[config.mk]
export PLATFORM = sky130hd
export DESIGN_NAME = serial_add_ctrl
export DESIGN_NICKNAME = d
export VERILOG_FILES = /design/src/rtl/serial_add_ctrl.sv
export SDC_FILE = /design/constraint.sdc
export NUM_CORES = 1
export LEC_CHECK = 0
export ABC_CLOCK_PERIOD_IN_PS = 2000
export BUFFER_PORTS_ARGS = -buffer_cell sky130_fd_sc_hd__buf_2
export CAP_MARGIN = 10
export CORE_MARGIN = 2
export CORE_UTILIZATION = 50
export DETAILED_ROUTE_END_ITERATION = 10
export GPL_TIMING_DRIVEN = 0
export PLACE_DENSITY = 0.83
export SLEW_MARGIN = 40
export SYNTH_ARGS = -nofsm -noshare
export SYNTH_HDL_FRONTEND = slang
export SYNTH_SLANG_ARGS = --single-unit
[constraint.sdc]
create_clock -name Clk -period 2 [get_ports Clk]
set_input_delay 0.3 -clock Clk [delete_from_list [all_inputs] [get_ports Clk]]
set_output_delay 0.3 -clock Clk [all_outputs]
set_load 0.02 [all_outputs]
[src/rtl/serial_add_ctrl.sv]
// -----------------------------------------------------------------------------
// serial_add_ctrl
//
// Bit-serial adder sequencer. A single full-adder slice, built from two `ha`
// half-adder cells and an OR gate, is time-shared across WIDTH bit positions,
// LSB first. A carry flip-flop links successive steps. The sequencer sits
// behind a Start/Done handshake, and it exposes its result only after the add
// has completed.
//
// Ports (serial_add_ctrl):
//   Clk    in   1      rising-edge clock
//   Reset  in   1      asynchronous, active-high; clears all state
//   Start  in   1      request pulse, sampled only while idle
//   A      in   WIDTH  addend, captured on the accept edge
//   B      in   WIDTH  addend, captured on the accept edge
//   Cin    in   1      carry-in, captured on the accept edge
//   Busy   out  1      high while bits are being processed
//   Done   out  1      one-cycle completion strobe
//   Sum    out  WIDTH  registered result, updated only on completion
//   Cout   out  1      registered carry-out, updated only on completion
//
// Ports (ha):
//   c  out  carry (a & b)
//   s  out  sum   (a ^ b)
//   a  in   operand bit
//   b  in   operand bit
// -----------------------------------------------------------------------------

module ha (
  output logic c,
  output logic s,
  input  logic a,
  input  logic b
);

  assign s = a ^ b;
  assign c = a & b;

endmodule

module serial_add_ctrl #(
  parameter int WIDTH = 8
) (
  input  logic             Clk,
  input  logic             Reset,
  input  logic             Start,
  input  logic [WIDTH-1:0] A,
  input  logic [WIDTH-1:0] B,
  input  logic             Cin,
  output logic             Busy,
  output logic             Done,
  output logic [WIDTH-1:0] Sum,
  output logic             Cout
);

  // One extra bit so the counter can reach WIDTH without wrapping.
  localparam int            CW   = $clog2(WIDTH) + 1;
  localparam logic [CW-1:0] LAST = CW'(WIDTH - 1);

  typedef enum logic [1:0] {
    IDLE = 2'd0,
    RUN  = 2'd1,
    DONE = 2'd2
  } state_t;

  state_t           state_r;
  state_t           state_nx_s;

  logic [WIDTH-1:0] a_sr_r;
  logic [WIDTH-1:0] b_sr_r;
  logic [WIDTH-1:0] res_sr_r;
  logic             carry_r;
  logic [CW-1:0]    count_r;

  logic [WIDTH-1:0] a_sr_nx_s;
  logic [WIDTH-1:0] b_sr_nx_s;
  logic [WIDTH-1:0] res_sr_nx_s;
  logic             carry_nx_s;
  logic [CW-1:0]    count_nx_s;
  logic             busy_nx_s;
  logic             done_nx_s;
  logic [WIDTH-1:0] sum_nx_s;
  logic             cout_nx_s;

  logic             a_bit_s;
  logic             b_bit_s;
  logic             c1_s;
  logic             s1_s;
  logic             c2_s;
  logic             s_bit_s;
  logic             slice_cout_s;
  logic [WIDTH-1:0] res_shift_s;
  logic             res_lsb_unused_s;

  // Full-adder slice: two half adders plus an OR on the carries.
  assign a_bit_s = a_sr_r[0];
  assign b_bit_s = b_sr_r[0];

  ha u0 (
    .c (c1_s),
    .s (s1_s),
    .a (a_bit_s),
    .b (b_bit_s)
  );

  ha u1 (
    .c (c2_s),
    .s (s_bit_s),
    .a (s1_s),
    .b (carry_r)
  );

  assign slice_cout_s = c1_s | c2_s;

  // New sum bit enters from the MSB side; on the final step this word is the
  // complete result. The oldest bit (res_sr_r[0]) falls off and is never read.
  assign res_shift_s      = {s_bit_s, res_sr_r[WIDTH-1:1]};
  assign res_lsb_unused_s = res_sr_r[0];

  // Next-state and next-value logic for the sequencer and its datapath.
  always_comb begin
    state_nx_s  = state_r;
    a_sr_nx_s   = a_sr_r;
    b_sr_nx_s   = b_sr_r;
    res_sr_nx_s = res_sr_r;
    carry_nx_s  = carry_r;
    count_nx_s  = count_r;
    busy_nx_s   = Busy;
    done_nx_s   = Done;
    sum_nx_s    = Sum;
    cout_nx_s   = Cout;

    case (state_r)
      IDLE: begin
        if (Start) begin
          a_sr_nx_s  = A;
          b_sr_nx_s  = B;
          carry_nx_s = Cin;
          count_nx_s = {CW{1'b0}};
          busy_nx_s  = 1'b1;
          state_nx_s = RUN;
        end else begin
          state_nx_s = IDLE;
        end
      end

      RUN: begin
        a_sr_nx_s   = {1'b0, a_sr_r[WIDTH-1:1]};
        b_sr_nx_s   = {1'b0, b_sr_r[WIDTH-1:1]};
        res_sr_nx_s = res_shift_s;
        carry_nx_s  = slice_cout_s;
        count_nx_s  = count_r + CW'(1);
        if (count_r == LAST) begin
          // Final bit: publish the whole word at once so Sum never shows a
          // partial result.
          sum_nx_s   = res_shift_s;
          cout_nx_s  = slice_cout_s;
          done_nx_s  = 1'b1;
          busy_nx_s  = 1'b0;
          state_nx_s = DONE;
        end else begin
          state_nx_s = RUN;
        end
      end

      DONE: begin
        // Start is deliberately not looked at here.
        done_nx_s  = 1'b0;
        state_nx_s = IDLE;
      end

      default: begin
        busy_nx_s  = 1'b0;
        done_nx_s  = 1'b0;
        state_nx_s = IDLE;
      end
    endcase
  end

  // Sequencer state register.
  always_ff @(posedge Clk or posedge Reset) begin
    if (Reset) begin
      state_r <= IDLE;
    end else begin
      state_r <= state_nx_s;
    end
  end

  // Datapath and output registers.
  always_ff @(posedge Clk or posedge Reset) begin
    if (Reset) begin
      a_sr_r   <= {WIDTH{1'b0}};
      b_sr_r   <= {WIDTH{1'b0}};
      res_sr_r <= {WIDTH{1'b0}};
      carry_r  <= 1'b0;
      count_r  <= {CW{1'b0}};
      Busy     <= 1'b0;
      Done     <= 1'b0;
      Sum      <= {WIDTH{1'b0}};
      Cout     <= 1'b0;
    end else begin
      a_sr_r   <= a_sr_nx_s;
      b_sr_r   <= b_sr_nx_s;
      res_sr_r <= res_sr_nx_s;
      carry_r  <= carry_nx_s;
      count_r  <= count_nx_s;
      Busy     <= busy_nx_s;
      Done     <= done_nx_s;
      Sum      <= sum_nx_s;
      Cout     <= cout_nx_s;
    end
  end

endmodule

# Word level (Yosys, flattened, before mapping)
# Index checks and enable logic that the tools add are counted.
# W data, S select, Z words.
# totals
ff_bits	42
latchBits	0
mem_bits_rw	0
mem_bits_ro	0
input_bits	20
output_inout_bits	11
elab_cells	45
mem_count	0
# op_classes
add_sub_neg	1
mul	0
div	0
magnitude_cmp	0
eq_ne	5
n_shift	0
mux	16
bitwise	7
n_reduce_logical	6
# op_table
cell	count
$pmux W8 S2	2
$mux W8	2
$pmux W4 S2	1
$reduce_and A2 Y1	3
$mux W1	5
$add A4 B1 Y4 const B	1
$eq A4 B3 Y1 const B	1
$mux W4	1
$ne A2 B2 Y1 const B	2
$pmux W1 S2	2
$pmux W2 S2	1
$pmux W1 S3	1
$reduce_and A3 Y1	1
$and A1 B1 Y1	2
$eq A2 B1 Y1 const B	1
$eq A2 B2 Y1 const B	1
$logic_not A2 Y1	1
$mux W2	1
$not A1 Y1	2
$reduce_bool A2 Y1	1
$xor A1 B1 Y1	2
$or A1 B1 Y1	1

# Depth between registers and ports, before layout
# Gate-level depths: netlist (run 1).
# depth
depth_word	4
mapped_depth	5
mapped_depth_nobuf	4

# Hierarchy
# A second synthesis (run 1) with hierarchy kept.
# unflattened
cells_unflattened	147
area_unflattened_um2	1819.2
# by_module_without_submodules
mod	instances	cells_each	area_per_inst_um2	seq_area_each_um2
serial_add_ctrl	1	145	1794.2	1026.0
ha	2	1	12.5	0.0

# Worst setup path before layout (run 1)
# Ideal clock, no wire load.
# synth_path
path_type	register to register
startpoint	register count_r[0]
endpoint	register Cout
setup_time_ns	0.125
arrival_time_ns	1.235
required_ns	1.875
setup_slack_ns	0.640
stages_incl_launch_ff	6
n_path_buf	1
period_less_slack_ns	1.360
cell_sequence	dfrtp_1 > ha_1 > nand3b_1 > nor2_2 > buf_6 > mux2_4
# synth_via
elab_chain_len	2
# synth_lines
item	line	rtl
from (decl)	73	logic [CW-1:0] count_r;
from (signal assigned)	196	count_r <= {CW{1'b0}};
from (signal assigned)	206	count_r <= count_nx_s;
$eq A4 B3 Y1	153	if (count_r == LAST) begin
$reduce_and A2 Y1 (no line)	-	
to (signal assigned)	210	Cout <= cout_nx_s;
to (decl)	53	output logic Cout
# Every way passes these cells.
# A chain may end at the register's enable or synchronous reset.

# Final worst setup path (run 1)
# layout_path
startpoint	register count_r[0]
endpoint	register Sum[2]
# layout_via
elab_chain_len	2
# layout_lines
item	line	rtl
$eq A4 B3 Y1	153	
$reduce_and A2 Y1 (no line)	-	
to (signal assigned)	199	Sum <= {WIDTH{1'b0}};
to (signal assigned)	209	Sum <= sum_nx_s;
to (decl)	52	output logic [WIDTH-1:0] Sum,
# Every way passes these cells.

==> reports/results.ini, run 1 <==
[placement]
portBuffers = 30
dp.cells = 230
gp_congestion = 0.839
dp_hpwl_mm = 2.35

[route]
antenna_left = 0
firstDrtPassIters = 4
viasPerCell = 5.24
first_iter_violations = 70
drc = 0
drt-total-wl_mm = 3.21
vias = 1252
wl_per_cell_um = 13.4

[setup_path]
arrival_ps = 1780
slowest_stage = dfrtp_1
cp-end-kind = flop
path_buf_inv = 1
start_kind = flop
slowest_delay_ps = 420
cp_cell_sequence = ha_1 -> nand3b_1 -> nor2_2 -> buf_6 -> mux2_4
crit_type = flop to flop
required_ps = 2250
critical_path_depth = 5
path_delay_family = flip-flops
cp_max_fo = 10
worstRegToRegCells = 5

[floorplan]
io_pins = 31
start_util_pct = 53.2
die_h_um = 64.1
core_area_um2 = 3390
row_count = 21
dieArea_um2 = 4100
fp.dieW_um = 64.1

[clock_network]
root_buffer = clkbuf_4
cts_setup_buffers = 0
clk_latency_ps = 350
h-tree-depth = 2
numCtsBuffers = 5
cts_resized = 0
path_clk_slew_ps = 120
cts_tree = yes
cts_sinks = 41
cts.path.max_buffers = 2
holdBufCountCts = 1

[synth]
synthesis.nets = 175
netlist_area_um2 = 1800
ys_warn_count = 0
synth_cells = 153
synthDistinctLibCells = 26
avgSynthCellArea_um2 = 11.8
ys_seq_area_share_pct = 56.9
synth-seq-cells = 41

[sta]
hold_ws_ps = 172
setup_tns_ps = 0
slew_violations = 0
relSlewSlack_pct = 63.9
finalHoldViolCount = 0
fin_skew_ps = 12.2
post-route-period-util_pct = 76.5
fin_crit_ps = 1530
setup_violations = 0
clock.fmax_ghz = 0.653
worstMarginPinSlew_ps = 541
rsz0062_at_grt = no

[job]
maxCapViolCount = 0

[min_path]
hold_depth = 2
hp-class = primary input to flop

[power_and_ir_drop]
power_w = 0.00347
p_per_area_nw_per_um2 = 1640
ir_drop_v = 0.000704
power.leakage_nw = 1.04

[cells_and_area]
nets = 214
antennaDiodeCount = 0
fill_cells = 289
area_growth_pct = 17.5
drive_above_1_share_pct = 31.6
stdcell_count = 239

[global_route]
grt_usage_pct = 18.3
grt_overflow = 0
grt_max_degree = 25
antenna_found_initial = 0
grt_pass1_wl_mm = 5.72
first_global_vias = 1251

[status]
status = complete, no violations

-- cells by family (layout without fill, tap and decap cells) --
family                     Yosys count  count (layout)  share of synthesized area, %
and+or+nand+nor                     51              51                          12.4
buffers and inverters               10              50                          4.44
muxes                               25              25                          16.2
DFF                                 41              41                          56.9
AOI/OAI and AO/OA                   24              24                          8.25
adders and majority gates            2               2                          1.80
-- synthesized netlist by cell type --
cell | count | share of area, %
nor2_2 | 1 | 0.35
nand2_1 | 39 | 8.1
a311o_1 | 1 | 0.55
inv_1 | 2 | 0.42
or3_1 | 1 | 0.35
o21ai_0 | 16 | 4.4
mux2_2 | 2 | 1.2
nand3_1 | 3 | 0.83
nor2b_1 | 1 | 0.35
a21oi_1 | 1 | 0.28
a22o_1 | 4 | 1.9
nand2b_4 | 1 | 0.76
o21bai_2 | 1 | 0.62
buf_4 | 3 | 1.2
dfrtp_1 | 41 | 57
a21o_1 | 1 | 0.42
clkbuf_2 | 1 | 0.28
fa_1 | 1 | 1.1
nor2_1 | 2 | 0.42
mux2i_1 | 15 | 8.3
and2b_1 | 1 | 0.42
nand3b_1 | 1 | 0.42
ha_1 | 1 | 0.69
buf_6 | 4 | 2.5
mux2_4 | 8 | 6.7
nor3b_1 | 1 | 0.42
-- cells in the final DEF, fill, tap and decap left out, drive strengths merged --
master	instances
dfrtp	41
nand2	39
buf	38
o21ai	16
mux2i	15
mux2	10
clkbuf	8
a22o	4
nand3	3
nor2	3
inv	2
o21bai	1
nand2b	1
and2b	1
or3	1
nand3b	1
a21oi	1
nor3b	1
a21o	1
nor2b	1
a311o	1
fa	1
ha	1
clkinv	1
dlygate4sd3	1
-- power by group --
part           total, W  switching [W]  leakage [nW]  internal, W
combinational   0.00156       0.000806         0.487     0.000751
clock          0.000465       0.000261        0.0413     0.000204
sequential      0.00145       0.000242         0.515      0.00121
total           0.00347        0.00131          1.04      0.00216
-- path summary, 6_finish.rpt --
check                              end        start  slack, ps
min                          b_sr_r[7]         B[7]        170
max in group asynchronous    b_sr_r[3]        Reset       1000
max                             Sum[2]   count_r[0]        470
min in group asynchronous       Sum[2]        Reset        520
min reg2reg                res_sr_r[1]  res_sr_r[1]        490
max reg2reg                     Sum[2]   count_r[0]        470
-- layout make-up --
type | count | area [um^2] | area share, %
buffer | 8 | 72.6 | 3.42
clock buffer | 7 | 65.1 | 3.07
clock inverter | 1 | 5.00 | 0.236
inverter | 2 | 7.51 | 0.354
multi-input combinational | 102 | 698 | 32.9
sequential | 41 | 1030 | 48.4
tap | 46 | 57.6 | 2.72
timing repair buffer | 32 | 188 | 8.85
-- routing by layer --
metal | GRT usage (%) | vias up | wire [um]
met1 | 23.8 | 613 | 1430
met4 | 4.08 | 0 | 22
met2 | 29.2 | 37 | 1570
met5 | 0 | - | 0
met3 | 6.87 | 3 | 182
li1 | - | 599 | -
-- registers in the layout (all words and copies together) (netlist names) --
signal and flops:
Sum 8, a_sr_r 8, b_sr_r 8, res_sr_r 7, count_r 4, state_r 2
Busy 1, Cout 1, Done 1, carry_r 1
-- through the flow --
step                      utilization (%)  worst slack (ps)  instance area [um^2]
final                                62.5               469                  2120
after global routing                 62.5               392                  2120
after CTS                            62.5               471                  2120
after detailed placement             60.2               491                  2040
after global placement               59.4               300                  2010
after floorplan                         -               640                  1800
Note: power is estimated with default switching activity, not from simulation.
==> run 2: changes to the inputs <==
--- a/config.mk
+++ b/config.mk
@@ -5,7 +5,7 @@
 export SDC_FILE = /design/constraint.sdc
 export NUM_CORES = 1
 export LEC_CHECK = 0
-export ABC_CLOCK_PERIOD_IN_PS = 2000
+export ABC_CLOCK_PERIOD_IN_PS = 1600
 export BUFFER_PORTS_ARGS = -buffer_cell sky130_fd_sc_hd__buf_2
 export CAP_MARGIN = 10
 export CORE_MARGIN = 2
==> constraint.sdc (replaced) <==
create_clock -name Clk -period 1.6 [get_ports Clk]
set_input_delay 0.24 -clock Clk [delete_from_list [all_inputs] [get_ports Clk]]
set_output_delay 0.24 -clock Clk [all_outputs]
set_load 0.02 [all_outputs]
==> run 2 against run 1 <==
Clock power increased by 25%. Utilization grew 0.22 points. Global-route usage unchanged. Die area is the same. Non-clock buffer count grew 1. Sequential power grew 25%. Via count shrank 0.40%. Critical path depth is the same. Cell area grew 0.35%. Combinational power grew 26%. Maximum frequency grew 0.88%. First-iteration DRC count is 7.1% lower. Critical endpoint unchanged. Largest power group unchanged.
==> reports/results.ini, run 2 (synthesis results as in run 1) <==
[clock_network]
root_buffer = clkbuf_4
path_clk_slew_ps = 120
cts.path.max_buffers = 2
h-tree-depth = 2
cts_resized = 0
numCtsBuffers = 5
cts_tree = yes
clk_latency_ps = 350
cts_sinks = 41

[floorplan]
row_count = 21
fp.dieW_um = 64.1
start_util_pct = 53.2
io_pins = 31
die_h_um = 64.1
dieArea_um2 = 4100
core_area_um2 = 3390

[min_path]
min_from = B[7]
hold_depth = 2
hp-class = primary input to flop

[global_route]
grt_max_degree = 25
grt_usage_pct = 18.3
grt_pass1_wl_mm = 5.72
first_global_vias = 1251
antenna_found_initial = 0
grt_overflow = 0

[cells_and_area]
antennaDiodeCount = 0
final_cell_mix = dfrtp_1, nand2_1, buf_2
top_regs = Sum (8), a_sr_r (8), b_sr_r (8)
area_growth_pct = 17.9
nets = 215
drive_above_1_share_pct = 32.0
final_area_um2 = 2130
layout_commonest_cell = dfrtp_1

[setup_path]
crit_type = flop to flop
start_kind = flop
worstRegToRegCells = 5
crit_start = count_r[0]
cp_max_fo = 9
cp-end-kind = flop
r2r_setup_slack_ps = 80
arrival_ps = 1760
r2r_start = count_r[0]
required_ps = 1840

[job]
maxCapViolCount = 0

[route]
antenna_left = 0
wl_per_cell_um = 13.5
viasPerCell = 5.20
first_iter_violations = 65
vias = 1247
firstDrtPassIters = 5
drc = 0
drt-total-wl_mm = 3.24

[placement]
gp_congestion = 0.839
dpl_cell_area_um2 = 2040
portBuffers = 30
dp_hpwl_mm = 2.35

[sta]
fin_crit_ps = 1520
setup_tns_ps = 0
worstMarginPinSlew_ps = 543
relSlewSlack_pct = 63.7
clock.fmax_ghz = 0.659
slew_violations = 0
post-route-period-util_pct = 94.8
hold_ws_ps = 114
finalHoldViolCount = 0
rsz0062_at_grt = no
setup_violations = 0
fin_skew_ps = 13.2

[power_and_ir_drop]
internal_power_w = 0.00271
ir_drop_v = 0.000880
p_seq_share_pct = 41.6
p_per_area_nw_per_um2 = 2040
power_w = 0.00435
p_clk_share_pct = 13.4
power.leakage_nw = 1.05
switching_power_w = 0.00164
combPwrFrac_pct = 45.0
p_sw_share_pct = 37.7

[status]
status = complete, no violations

==> run 2: cell types whose count changed in the layout (fill, tap and decap cells not counted), sizes merged <==
| cell | delta |
|---|---|
| buf | +1 |
==> run 2: final cells by class <==
type | count | area, um^2
Multi-Input combinational cell | 102 | 698
Sequential cell | 41 | 1030
Clock buffer | 7 | 65.1
Tap cell | 46 | 57.6
Buffer | 8 | 72.6
Inverter | 2 | 7.51
Fill cell | 289 | 1260
Clock inverter | 1 | 5.00
Timing Repair Buffer | 33 | 195
==> run 2: worst paths after layout <==
| kind | endpoint |
|---|---|
| hold / removal | b_sr_r[7] |
| setup reg to reg | Sum[2] |
| setup / recovery | Sum[2] |
| min in group asynchronous | Sum[2] |
| max in group asynchronous | b_sr_r[3] |
| hold reg to reg | a_sr_r[4] |
==> run 2: repair_timing <==
item	4_1_cts	5_1_grt
hold endpoints to repair	23	0
hold buffers	1	0
buffers inserted	0	1
setup endpoints to repair	0	5
==> run 2: worst max-delay path, stage by stage (launching register included) <==
cell      delay (ps)
dfrtp_1          420
ha_1             220
nand3b_1         140
nor2_2           150
buf_6            180
mux2_4           310
==> run 2: stage by stage <==
step,instances,setup slack (ps),util (%)
6_report,240,82.4,62.8
5_1_grt,240,1.22,62.8
4_1_cts,239,70.7,62.5
3_5_place_dp,230,91.0,60.2
3_3_place_gp,229,-39.7,59.4
2_1_floorplan,153,240,-
==> run 2: metal layers <==
| metal | part of all wire (%) | track usage [%] | up-vias |
|---|---|---|---|
| met2 | 50 | 29.2 | 34 |
| met1 | 45 | 23.8 | 611 |
| met4 | 0.093 | 4.08 | 0 |
| met5 | 0 | 0 | - |
| met3 | 5.5 | 6.87 | 2 |
| li1 | - | - | 600 |
==> run 2: power groups by stage <==
stage | Clock, W | Combinational (W) | Sequential [W]
finish | 0.000581 | 0.00196 | 0.00181
detailed placement | 0 | 0.00197 | 0.00184
floorplan | 0 | 0.00139 | 0.00191
global placement | 0 | 0.00189 | 0.00179
CTS | 0.000600 | 0.00198 | 0.00181
global route | 0.000658 | 0.00220 | 0.00187
==> run 3: changes to the inputs <==
--- a/config.mk
+++ b/config.mk
@@ -10,9 +10,10 @@
 export CAP_MARGIN = 10
 export CORE_MARGIN = 2
 export CORE_UTILIZATION = 50
+export CTS_CLUSTER_SIZE = 28
 export DETAILED_ROUTE_END_ITERATION = 10
 export GPL_TIMING_DRIVEN = 0
-export PLACE_DENSITY = 0.83
+export PLACE_DENSITY_LB_ADDON = 0.3
 export SLEW_MARGIN = 40
 export SYNTH_ARGS = -nofsm -noshare
 export SYNTH_HDL_FRONTEND = slang
==> run 3 against run 2 <==
Sequential power hardly changed. Maximum frequency is 3.3% higher. Utilization is 1.2 points lower. Flip-flop and latch count stayed put. First-iteration DRC count is 42% lower. Combinational power hardly changed. Hold slack better by 6.6 ps. Cell area is 1.9% lower. Critical path depth stayed put. Critical path type unchanged. Critical endpoint is now Sum[6].
==> reports/results.ini, run 3 (synthesis results as in run 1) <==
[status]
status = complete, no violations

[placement]
portBuffers = 30
gp_congestion = 0.758
dp_hpwl_mm = 2.24

[min_path]
hp-class = primary input to flop
hold_depth = 2
min_from = A[7]

[sta]
rsz0062_at_grt = no
relSlewSlack_pct = 67.3
setup_violations = 0
finalHoldViolCount = 0
setup_tns_ps = 0
worstMarginPinSlew_ps = 491
hold_ws_ps = 121
fin_skew_ps = 1.12
fin_crit_ps = 1470
clock.fmax_ghz = 0.681
post-route-period-util_pct = 91.8
slew_violations = 0

[power_and_ir_drop]
p_clk_share_pct = 12.0
switching_power_w = 0.00161
internal_power_w = 0.00266
p_per_area_nw_per_um2 = 2050
power.leakage_nw = 1.03
p_seq_share_pct = 42.1
combPwrFrac_pct = 45.9
ir_drop_v = 0.00103
p_sw_share_pct = 37.7

[cells_and_area]
antennaDiodeCount = 0
final_cell_mix = dfrtp_1, nand2_1, buf_2
area_growth_pct = 15.7
nets = 214
top_regs = Sum (8), a_sr_r (8), b_sr_r (8)
drive_above_1_share_pct = 30.7
layout_commonest_cell = dfrtp_1

[floorplan]
dieArea_um2 = 4100
row_count = 21
core_area_um2 = 3390
io_pins = 31
start_util_pct = 53.2
die_h_um = 64.1
fp.dieW_um = 64.1

[global_route]
grt_max_degree = 42
grt_overflow = 0
antenna_found_initial = 0
grt_pass1_wl_mm = 5.36
first_global_vias = 1187
grt_usage_pct = 17.4

[setup_path]
worstRegToRegCells = 5
arrival_ps = 1700
cp_cell_sequence = ha_1 -> nand3b_1 -> nor2_2 -> buf_6 -> mux2_4
slowest_delay_ps = 380
cp-end-kind = flop
r2r_setup_slack_ps = 130
crit_type = flop to flop
required_ps = 1830
path_delay_family = flip-flops
crit_start = count_r[1]
cp_max_fo = 10
start_kind = flop
slowest_stage = dfrtp_1
critical_path_depth = 5
path_buf_inv = 1
r2r_start = count_r[1]

[route]
viasPerCell = 5.09
antenna_left = 0
first_iter_violations = 38
vias = 1212
firstDrtPassIters = 4
drc = 0
drt-total-wl_mm = 3.17
wl_per_cell_um = 13.3

[clock_network]
cts_sinks = 41
clk_latency_ps = 330
cts_tree = yes
root_buffer = clkbuf_4
h-tree-depth = 2
cts.path.max_buffers = 2
path_clk_slew_ps = 110
numCtsBuffers = 5

[job]
maxCapViolCount = 0

==> run 3: cell count changes in the layout (fill, tap and decap cells not counted) <==
cell,before,now
inv_4,0,1
clkbuf_8,2,1
inv_2,1,0
buf_16,1,0
clkbuf_1,0,1
clkinv_2,1,0
==> run 3: timing repair <==
action                                  CTS  global route
gates resized for setup                   0             0
hold buffers                              1             0
buffers inserted                          0             1
endpoints found under the setup margin    0             7
hold endpoints to repair                 41             0
==> run 3: metrics by stage <==
step / setup slack, ps / cells / instance area [um^2] / utilization (%) / power, W
after floorplan: 240 / 153 / 1800 / - / 0.00330
final: 131 / 238 / 2090 / 61.6 / 0.00428
after global placement: -87.9 / 229 / 2010 / 59.4 / 0.00370
after global routing: 7.87 / 238 / 2090 / 61.6 / 0.00465
after CTS: 96.5 / 237 / 2080 / 61.4 / 0.00431
after detailed placement: 112 / 229 / 2010 / 59.4 / 0.00380
==> run 3: area by class of cell <==
| class | count | area [um^2] |
|---|---|---|
| sequential | 41 | 1030 |
| buffer | 8 | 72.6 |
| tap | 46 | 57.6 |
| fill | 303 | 1300 |
| inverter | 2 | 10.0 |
| clock buffer | 7 | 55.1 |
| multi-input combinational | 102 | 698 |
| timing repair buffer | 32 | 168 |
==> run 3: worst register-to-register path, delay by kind of cell, from the launching register on <==
| kind | cells | cell delay, ps |
|---|---|---|
| adders and majority gates | 1 | 210 |
| buffers and inverters | 1 | 190 |
| DFF | 1 | 380 |
| muxes | 1 | 310 |
| and+or+nand+nor | 2 | 270 |
==> run 3: per-layer routing <==
layer | vias up | share of wire, % | GRT usage (%)
met3 | 5 | 4.8 | 5.46
met2 | 26 | 49 | 28.3
met4 | 0 | 1.3 | 4.89
met1 | 589 | 45 | 22.4
li1 | 592 | - | -
met5 | - | 0 | 0
==> run 3: final timing paths <==
kind / end
worst min register to register: res_sr_r[1]
worst max-delay path: Sum[6]
worst min-delay path: a_sr_r[7]
min in group asynchronous: Sum[1]
worst max register to register: Sum[6]
max in group asynchronous: count_r[2]
==> run 3: power groups by stage <==
stage / clock network [W] / logic [W] / registers [W]
detailed placement: 0 / 0.00197 / 0.00183
finish: 0.000511 / 0.00196 / 0.00180
floorplan: 0 / 0.00139 / 0.00191
global placement: 0 / 0.00191 / 0.00179
CTS: 0.000529 / 0.00198 / 0.00181
global route: 0.000584 / 0.00220 / 0.00186
